<file path="src/rtl/qdec_cabac_package.sv">
// Shared types and sizing for the CABAC bitstream fetch path.
// Holds the fetch FSM encoding and FIFO/length widths.
`timescale 1ns/1ps
package qdec_cabac_package;

   typedef enum logic [1:0] {
      ST_IDLE  = 2'd0,
      ST_FETCH = 2'd1,
      ST_DRAIN = 2'd2,
      ST_FLUSH = 2'd3
   } bsf_state_e;

   localparam int BSF_FIFO_DEPTH = 4;
   localparam int BSF_LEN_W      = 24;
   localparam int BSF_WCNT_W     = BSF_LEN_W - 1;
   localparam int BSF_CNT_W      = $clog2(BSF_FIFO_DEPTH + 1);

   // Number of 32-bit words covering len bytes, rounded up.
   function automatic logic [BSF_WCNT_W-1:0] bsf_words(
      input logic [BSF_LEN_W-1:0] len
   );
      return {1'b0, len[BSF_LEN_W-1:2]}
           + {{(BSF_WCNT_W-1){1'b0}}, |len[1:0]};
   endfunction

endpackage

</file>
<file path="src/rtl/qdec_sync_fifo.sv">
// Single-clock FIFO with registered storage and occupancy count.
// Synchronous clear empties it without touching the reset.
`timescale 1ns/1ps
module qdec_sync_fifo #(
   parameter  int WIDTH = 32,
   parameter  int DEPTH = 4,
   localparam int AW    = (DEPTH > 1) ? $clog2(DEPTH) : 1,
   localparam int CW    = $clog2(DEPTH + 1)
) (
   input  logic             clk,
   input  logic             rst_n,
   input  logic             clr,
   input  logic             push,
   input  logic [WIDTH-1:0] wdata,
   input  logic             pop,
   output logic [WIDTH-1:0] rdata,
   output logic             empty,
   output logic [CW-1:0]    count
);

   logic [WIDTH-1:0] mem [DEPTH];
   logic [AW-1:0]    wr_ptr;
   logic [AW-1:0]    rd_ptr;
   logic             do_push;
   logic             do_pop;

   function automatic logic [AW-1:0] nxt(input logic [AW-1:0] p);
      return (p == AW'(DEPTH - 1)) ? '0 : p + AW'(1);
   endfunction

   assign empty   = (count == '0);
   assign do_push = push && (count != CW'(DEPTH));
   assign do_pop  = pop && !empty;
   assign rdata   = mem[rd_ptr];

   always_ff @(posedge clk or negedge rst_n) begin
      if (!rst_n) begin
         wr_ptr <= '0;
         rd_ptr <= '0;
         count  <= '0;
         for (int i = 0; i < DEPTH; i++) mem[i] <= '0;
      end else if (clr) begin
         wr_ptr <= '0;
         rd_ptr <= '0;
         count  <= '0;
      end else begin
         if (do_push) begin
            mem[wr_ptr] <= wdata;
            wr_ptr      <= nxt(wr_ptr);
         end
         if (do_pop) rd_ptr <= nxt(rd_ptr);
         unique case ({do_push, do_pop})
            2'b10:   count <= count + CW'(1);
            2'b01:   count <= count - CW'(1);
            default: count <= count;
         endcase
      end
   end

endmodule

</file>
<file path="src/rtl/qdec_bs_fetch_ctrl.sv">
// Bitstream fetch controller: reads job words from memory and
// streams them byte-wise (little-endian) to the CABAC decoder.
`timescale 1ns/1ps
module qdec_bs_fetch_ctrl
   import qdec_cabac_package::*;
(
   input  logic        clk,
   input  logic        rst_n,
   input  logic        cfg_start,
   input  logic [31:0] cfg_base_addr,
   input  logic [23:0] cfg_byte_len,
   input  logic        abort,
   output logic        mem_req,
   output logic [31:0] mem_addr,
   input  logic        mem_gnt,
   input  logic        mem_rvld,
   input  logic [31:0] mem_rdata,
   output logic [7:0]  bitstreamFetch,
   output logic        bitstreamFetch_vld,
   input  logic        bitstreamFetch_rdy,
   output logic        busy,
   output logic        done_pulse,
   output logic        err_pulse,
   output logic [23:0] bytes_sent
);

   bsf_state_e state_q;
   bsf_state_e state_d;

   logic [31:0]           addr_q;
   logic [BSF_WCNT_W-1:0] words_left_q;
   logic [BSF_LEN_W-1:0]  bytes_left_q;
   logic [BSF_LEN_W-1:0]  bytes_sent_q;
   logic [BSF_CNT_W-1:0]  outst_q;
   logic [1:0]            byte_idx_q;
   logic                  done_q;
   logic                  err_q;

   logic                  fifo_push;
   logic                  fifo_pop;
   logic                  fifo_clr;
   logic                  fifo_empty;
   logic [31:0]           fifo_rdata;
   logic [BSF_CNT_W-1:0]  fifo_count;

   logic                  active;
   logic                  start_idle;
   logic                  start_ok;
   logic                  issue;
   logic                  ret;
   logic                  hs;
   logic                  last_byte;
   logic                  last_hs;
   logic                  credit_ok;
   logic [BSF_CNT_W:0]    credit_used;
   logic [7:0]            cur_byte;

   assign active     = (state_q == ST_FETCH) || (state_q == ST_DRAIN);
   assign start_idle = cfg_start && (state_q == ST_IDLE);
   assign start_ok   = start_idle && (cfg_base_addr[1:0] == 2'b00)
                    && (cfg_byte_len != '0);
   assign issue      = mem_req && mem_gnt;
   assign ret        = mem_rvld && (outst_q != '0);
   assign hs         = bitstreamFetch_vld && bitstreamFetch_rdy;
   assign last_byte  = (bytes_left_q == BSF_LEN_W'(1));
   assign last_hs    = hs && last_byte;

   // A slot is reserved at issue time so the FIFO can never overflow.
   assign credit_used = {1'b0, outst_q} + {1'b0, fifo_count};
   assign credit_ok   = credit_used < (BSF_CNT_W+1)'(BSF_FIFO_DEPTH);

   assign fifo_push = active && ret;
   assign fifo_pop  = hs && ((byte_idx_q == 2'd3) || last_byte);
   assign fifo_clr  = (state_q == ST_FLUSH);

   qdec_sync_fifo #(
      .WIDTH (32),
      .DEPTH (BSF_FIFO_DEPTH)
   ) u_fifo (
      .clk   (clk),
      .rst_n (rst_n),
      .clr   (fifo_clr),
      .push  (fifo_push),
      .wdata (mem_rdata),
      .pop   (fifo_pop),
      .rdata (fifo_rdata),
      .empty (fifo_empty),
      .count (fifo_count)
   );

   always_ff @(posedge clk or negedge rst_n) begin
      if (!rst_n) state_q <= ST_IDLE;
      else        state_q <= state_d;
   end

   // Abort takes priority over completing the job.
   always_comb begin
      state_d = state_q;
      unique case (state_q)
         ST_IDLE: begin
            if (start_ok) state_d = ST_FETCH;
         end
         ST_FETCH: begin
            if (abort)
               state_d = ST_FLUSH;
            else if (issue && words_left_q == BSF_WCNT_W'(1))
               state_d = ST_DRAIN;
         end
         ST_DRAIN: begin
            if (abort)        state_d = ST_FLUSH;
            else if (last_hs) state_d = ST_IDLE;
         end
         ST_FLUSH: begin
            if (outst_q == '0) state_d = ST_IDLE;
         end
         default: state_d = ST_IDLE;
      endcase
   end

   always_comb begin
      mem_req            = 1'b0;
      bitstreamFetch_vld = 1'b0;
      busy               = 1'b0;
      unique case (state_q)
         ST_FETCH: begin
            mem_req            = (words_left_q != '0) && credit_ok;
            bitstreamFetch_vld = !fifo_empty;
            busy               = 1'b1;
         end
         ST_DRAIN: begin
            bitstreamFetch_vld = !fifo_empty;
            busy               = 1'b1;
         end
         ST_FLUSH: busy = 1'b1;
         default: ;
      endcase
   end

   always_comb begin
      cur_byte = '0;
      unique case (byte_idx_q)
         2'd0: cur_byte = fifo_rdata[7:0];
         2'd1: cur_byte = fifo_rdata[15:8];
         2'd2: cur_byte = fifo_rdata[23:16];
         2'd3: cur_byte = fifo_rdata[31:24];
         default: cur_byte = '0;
      endcase
   end

   assign bitstreamFetch = bitstreamFetch_vld ? cur_byte : 8'h00;
   assign mem_addr       = addr_q;
   assign done_pulse     = done_q;
   assign err_pulse      = err_q;
   assign bytes_sent     = bytes_sent_q;

   always_ff @(posedge clk or negedge rst_n) begin
      if (!rst_n) begin
         addr_q       <= '0;
         words_left_q <= '0;
         bytes_left_q <= '0;
         bytes_sent_q <= '0;
         outst_q      <= '0;
         byte_idx_q   <= '0;
         done_q       <= 1'b0;
         err_q        <= 1'b0;
      end else begin
         done_q  <= 1'b0;
         err_q   <= 1'b0;
         outst_q <= outst_q + BSF_CNT_W'(issue) - BSF_CNT_W'(ret);
         if (start_idle) begin
            bytes_sent_q <= '0;
            if (cfg_base_addr[1:0] != 2'b00) err_q  <= 1'b1;
            else if (cfg_byte_len == '0)     done_q <= 1'b1;
         end
         if (start_ok) begin
            addr_q       <= cfg_base_addr;
            words_left_q <= bsf_words(cfg_byte_len);
            bytes_left_q <= cfg_byte_len;
            byte_idx_q   <= '0;
         end
         if (issue) begin
            addr_q       <= addr_q + 32'd4;
            words_left_q <= words_left_q - BSF_WCNT_W'(1);
         end
         if (hs) begin
            bytes_sent_q <= bytes_sent_q + BSF_LEN_W'(1);
            bytes_left_q <= bytes_left_q - BSF_LEN_W'(1);
            byte_idx_q   <= fifo_pop ? 2'd0 : byte_idx_q + 2'd1;
         end
         if (active && abort) err_q <= 1'b1;
         if (state_q == ST_DRAIN && last_hs && !abort) done_q <= 1'b1;
         if (state_q == ST_FLUSH) byte_idx_q <= '0;
      end
   end

endmodule

</file>
<file path="config.mk">
export PLATFORM = sky130hd
export DESIGN_NAME = qdec_bs_fetch_ctrl
export DESIGN_NICKNAME = d
export VERILOG_FILES = /design/src/rtl/qdec_cabac_package.sv /design/src/rtl/qdec_sync_fifo.sv /design/src/rtl/qdec_bs_fetch_ctrl.sv
export SDC_FILE = /design/constraint.sdc
export NUM_CORES = 1
export LEC_CHECK = 0
export ABC_AREA = 1
export CELL_PAD_IN_SITES_DETAIL_PLACEMENT = 0
export CELL_PAD_IN_SITES_GLOBAL_PLACEMENT = 1
export CORE_MARGIN = 2
export CORE_UTILIZATION = 39
export CTS_BUF_LIST = sky130_fd_sc_hd__clkbuf_8
export DETAILED_ROUTE_END_ITERATION = 6
export GPL_TIMING_DRIVEN = 0
export PLACE_DENSITY_LB_ADDON = 0.3
export SETUP_SLACK_MARGIN = 0.02
export SYNTH_ARGS = -nofsm -noshare
export SYNTH_HDL_FRONTEND = slang
export SYNTH_SLANG_ARGS = --single-unit
</file>
<file path="constraint.sdc">
create_clock -name clk -period 2.64 [get_ports clk]
set_clock_uncertainty 0.2 [all_clocks]
set_input_delay 0.528 -clock clk [delete_from_list [all_inputs] [get_ports clk]]
set_output_delay 0.528 -clock clk [all_outputs]
set_load 0.005 [all_outputs]
</file>
==> metrics.cfg <==
[floorplanning]
num_rows = 70
start_util_pct = 39.7
io_pins = 164
dieArea_sq_um = 38900
dieHeight_um = 197
die_w_um = 197
core_area_sq_um = 36700

[synthesis]
netlist_instances = 2000
ys_types = 51
synth_area_leaders = dfrtp_1, nand2_1, o21ai_0
synth_warnings = 0
synth_largest_area_cell = dfrtp_1
ys_ff_latch = 247
synth_edf_count = 0
synth.avg_cell_area_sq_um = 7.28
ys_seq_area_share_pct = 42.4
ys.flop_type = dfrtp_1
synth_area_sq_um = 14600
synth_fp_nets = 2123
synthArstFlopShare_pct = 100
yosys.area.top_type_share_pct = 42.4

[grt]
grt_usage_pct = 25.7
grt_pass1_vias = 14286
grt_max_degree = 107
grt.overflow.total = 0
antenna_found_initial = 1
grt_pass1_wl_um = 78600

[hold_path]
min_path_type = in -> reg

[power]
power_leakage_nw = 8.85
totalPowerFinal_mw = 20.5
ir_drop_v = 0.000470
p_per_area_nw_per_um2 = 1060

[cells_and_area]
nets = 2394
utilization_pct = 52.5
fillers = 3570
drive_above_1_share_pct = 14.7
area_growth_pct = 32.3

[critical_path]
arrival_ps = 2380
crit_fanout = 3
worstSetupPathType = reg -> out
required_ps = 1910
crit_path_end_kind = output pin
start_kind = flop

[routing]
wl_um = 50800
drtAntennaViolNets = 0
wl_per_cell_um = 18.4
num_vias = 14622
avgViaCountPerCell = 5.28
drtPass1Iterations = 6
drc_errors = 0
first_iter_violations = 901

[clocking]
cts_buffer_depth = 3
clkTransAtPathRegs_ps = 70
cts_htree_levels = 2
clkLatencyLatePin_ps = 640
numCtsBuffers = 46
cts_sinks = 247
cts_tree = yes
cts_root_buffer = clkbuf_8

[placement]
gp_congestion = 0.889
port_buffers = 161
place_hpwl_um = 34600

[timing]
worst_pin_slew_ps = 707
drv_slew = 0
setup_viol = 65
fin_crit_sh_pct = 118
relSlewSlack_pct = 52.9
rsz0062_at_grt = yes
hold_viol_final = 0
period_needed_ps = 3110
fmax_ghz = 0.322
setup_ws_ps = -466
whs_ps = 105

[run_status]
status = finished, violations left
violations = setup timing

[run]
max_cap_viol_count = 0

[repair_timing]
item,in CTS,in global routing
hold endpoints to repair,38,0
cloned,1,14
setup buffers,27,24
pin swaps,10,16
gates resized for setup,154,148
hold buffers,1,0
setup endpoints to repair,35,75
[state kept, by name, summed over array words and instances, names as in the netlist]
register,count
byte_idx_q,2
bytes_left_q,24
bytes_sent,24
done_pulse,1
err_pulse,1
mem_addr,32
outst_q,3
state_q,2
u_fifo.count,3
u_fifo.mem,128
u_fifo.rd_ptr,2
u_fifo.wr_ptr,2
words_left_q,23
[layout make-up]
class	instances	area [sq um]	area share, %
tap	468	586	3.04
clock buffer	54	743	3.86
multi-input combinational	1504	7760	40.3
clock inverter	22	119	0.617
buffer	76	724	3.76
timing repair buffer	225	2480	12.9
antenna	1	2.50	0.0130
timing repair inverter	1	8.76	0.0454
inverter	170	666	3.45
sequential	247	6190	32.1
[Yosys cell counts (2+ instances only)]
cell type / instances
inv_1: 164
nor4_1: 3
o22ai_1: 21
buf_1: 5
nand2_2: 11
o21bai_1: 2
clkbuf_1: 32
dfrtp_1: 247
or2_2: 3
buf_6: 6
xnor2_1: 21
o21ai_0: 220
nor2_2: 11
buf_4: 2
nand3_1: 122
a21oi_1: 27
xor2_1: 38
a31oi_1: 13
o31ai_1: 2
nor2_1: 241
nand2_1: 607
nand3b_1: 6
nor3_1: 35
nand4_1: 18
nand3_2: 6
o211ai_1: 10
o211ai_2: 7
o21ai_1: 21
fa_1: 2
inv_2: 5
nand2_4: 6
nor2_4: 4
o221ai_1: 8
ha_1: 26
buf_2: 32
[logic make-up after synthesis]
logic type / count (synthesis) / synth area share, %
xor gates and xnor gates: 59 / 3.55
DFF: 247 / 42.4
AOI/OAI and AO/OA: 336 / 12.8
buffers and inverters: 249 / 7.28
muxes: 1 / 0.0687
adders and majority gates: 28 / 2.51
and+or+nand+nor: 1080 / 31.4
[path summary, 6_finish.rpt]
path	from	endpoint	slack [ps]	cells after the start
max reg2reg	state_q[0]	outst_q[2]	-420	18
min	cfg_byte_len[17]	bytes_left_q[17]	110	3
min reg2reg	u_fifo.mem[80]	u_fifo.mem[80]	280	2
max	state_q[0]	bitstreamFetch[3]	-470	10
max in group asynchronous	rst_n	u_fifo.rd_ptr[0]	1130	3
min in group asynchronous	rst_n	bytes_left_q[10]	190	2
[report_power, final]
group,internal (mW),switching [mW],leakage [nW],total (mW)
logic,4.50,5.72,5.21,10.2
registers,5.29,1.34,3.14,6.63
clock network,1.86,1.76,0.501,3.62
[routing by layer]
metal  routed length, um  global-route usage [%]  part of all wire [%]
met5                   0                       0                     0
met4                1630                    9.80                   3.2
met3                3160                    4.06                   6.2
met2               23900                    42.0                    47
met1               22100                    34.3                    44
[per-stage QoR]
step           cell area [sq um]  TNS (ps)  setup slack, ps  cells
3_3_place_gp               16800  -2551520           -10270   2629
4_1_cts                    18300     -4660             -497   2735
3_5_place_dp               16900    -24660             -831   2631
6_report                   19300    -13230             -466   2768
5_1_grt                    19300    -19710             -526   2768
2_1_floorplan              14600      -184             -107   2000
[cell usage in the layout (no fill, tap or decap), drive strengths merged, types with 2 or more instances in the layout]
cell,Yosys,final
xnor2,21,21
a21boi,2,2
nand3,129,129
o221ai,8,8
o211ai,17,17
clkdlybuf4s50,0,150
fa,2,2
o21bai,2,2
ha,26,26
clkinv,0,3
nand4,18,18
a31oi,13,13
nor3b,2,2
xor2,38,38
buf,47,114
o21ai,241,241
o31ai,2,2
a21oi,27,27
dfrtp,247,247
nor4,3,3
nand2,625,625
inv,170,189
nand3b,6,6
clkbuf,32,90
o22ai,21,21
nor3,36,36
nor2,257,257
or2,3,3
[critical path, stage by stage (launching register included)]
cell	delay (ps)
dfrtp_1	390
inv_2	70
ha_4	280
inv_4	40
a31oi_4	220
buf_8	160
buf_6	100
buf_6	110
nand2_4	60
a31oi_4	170
buf_2	140
Power figures use the tool's default switching activity.
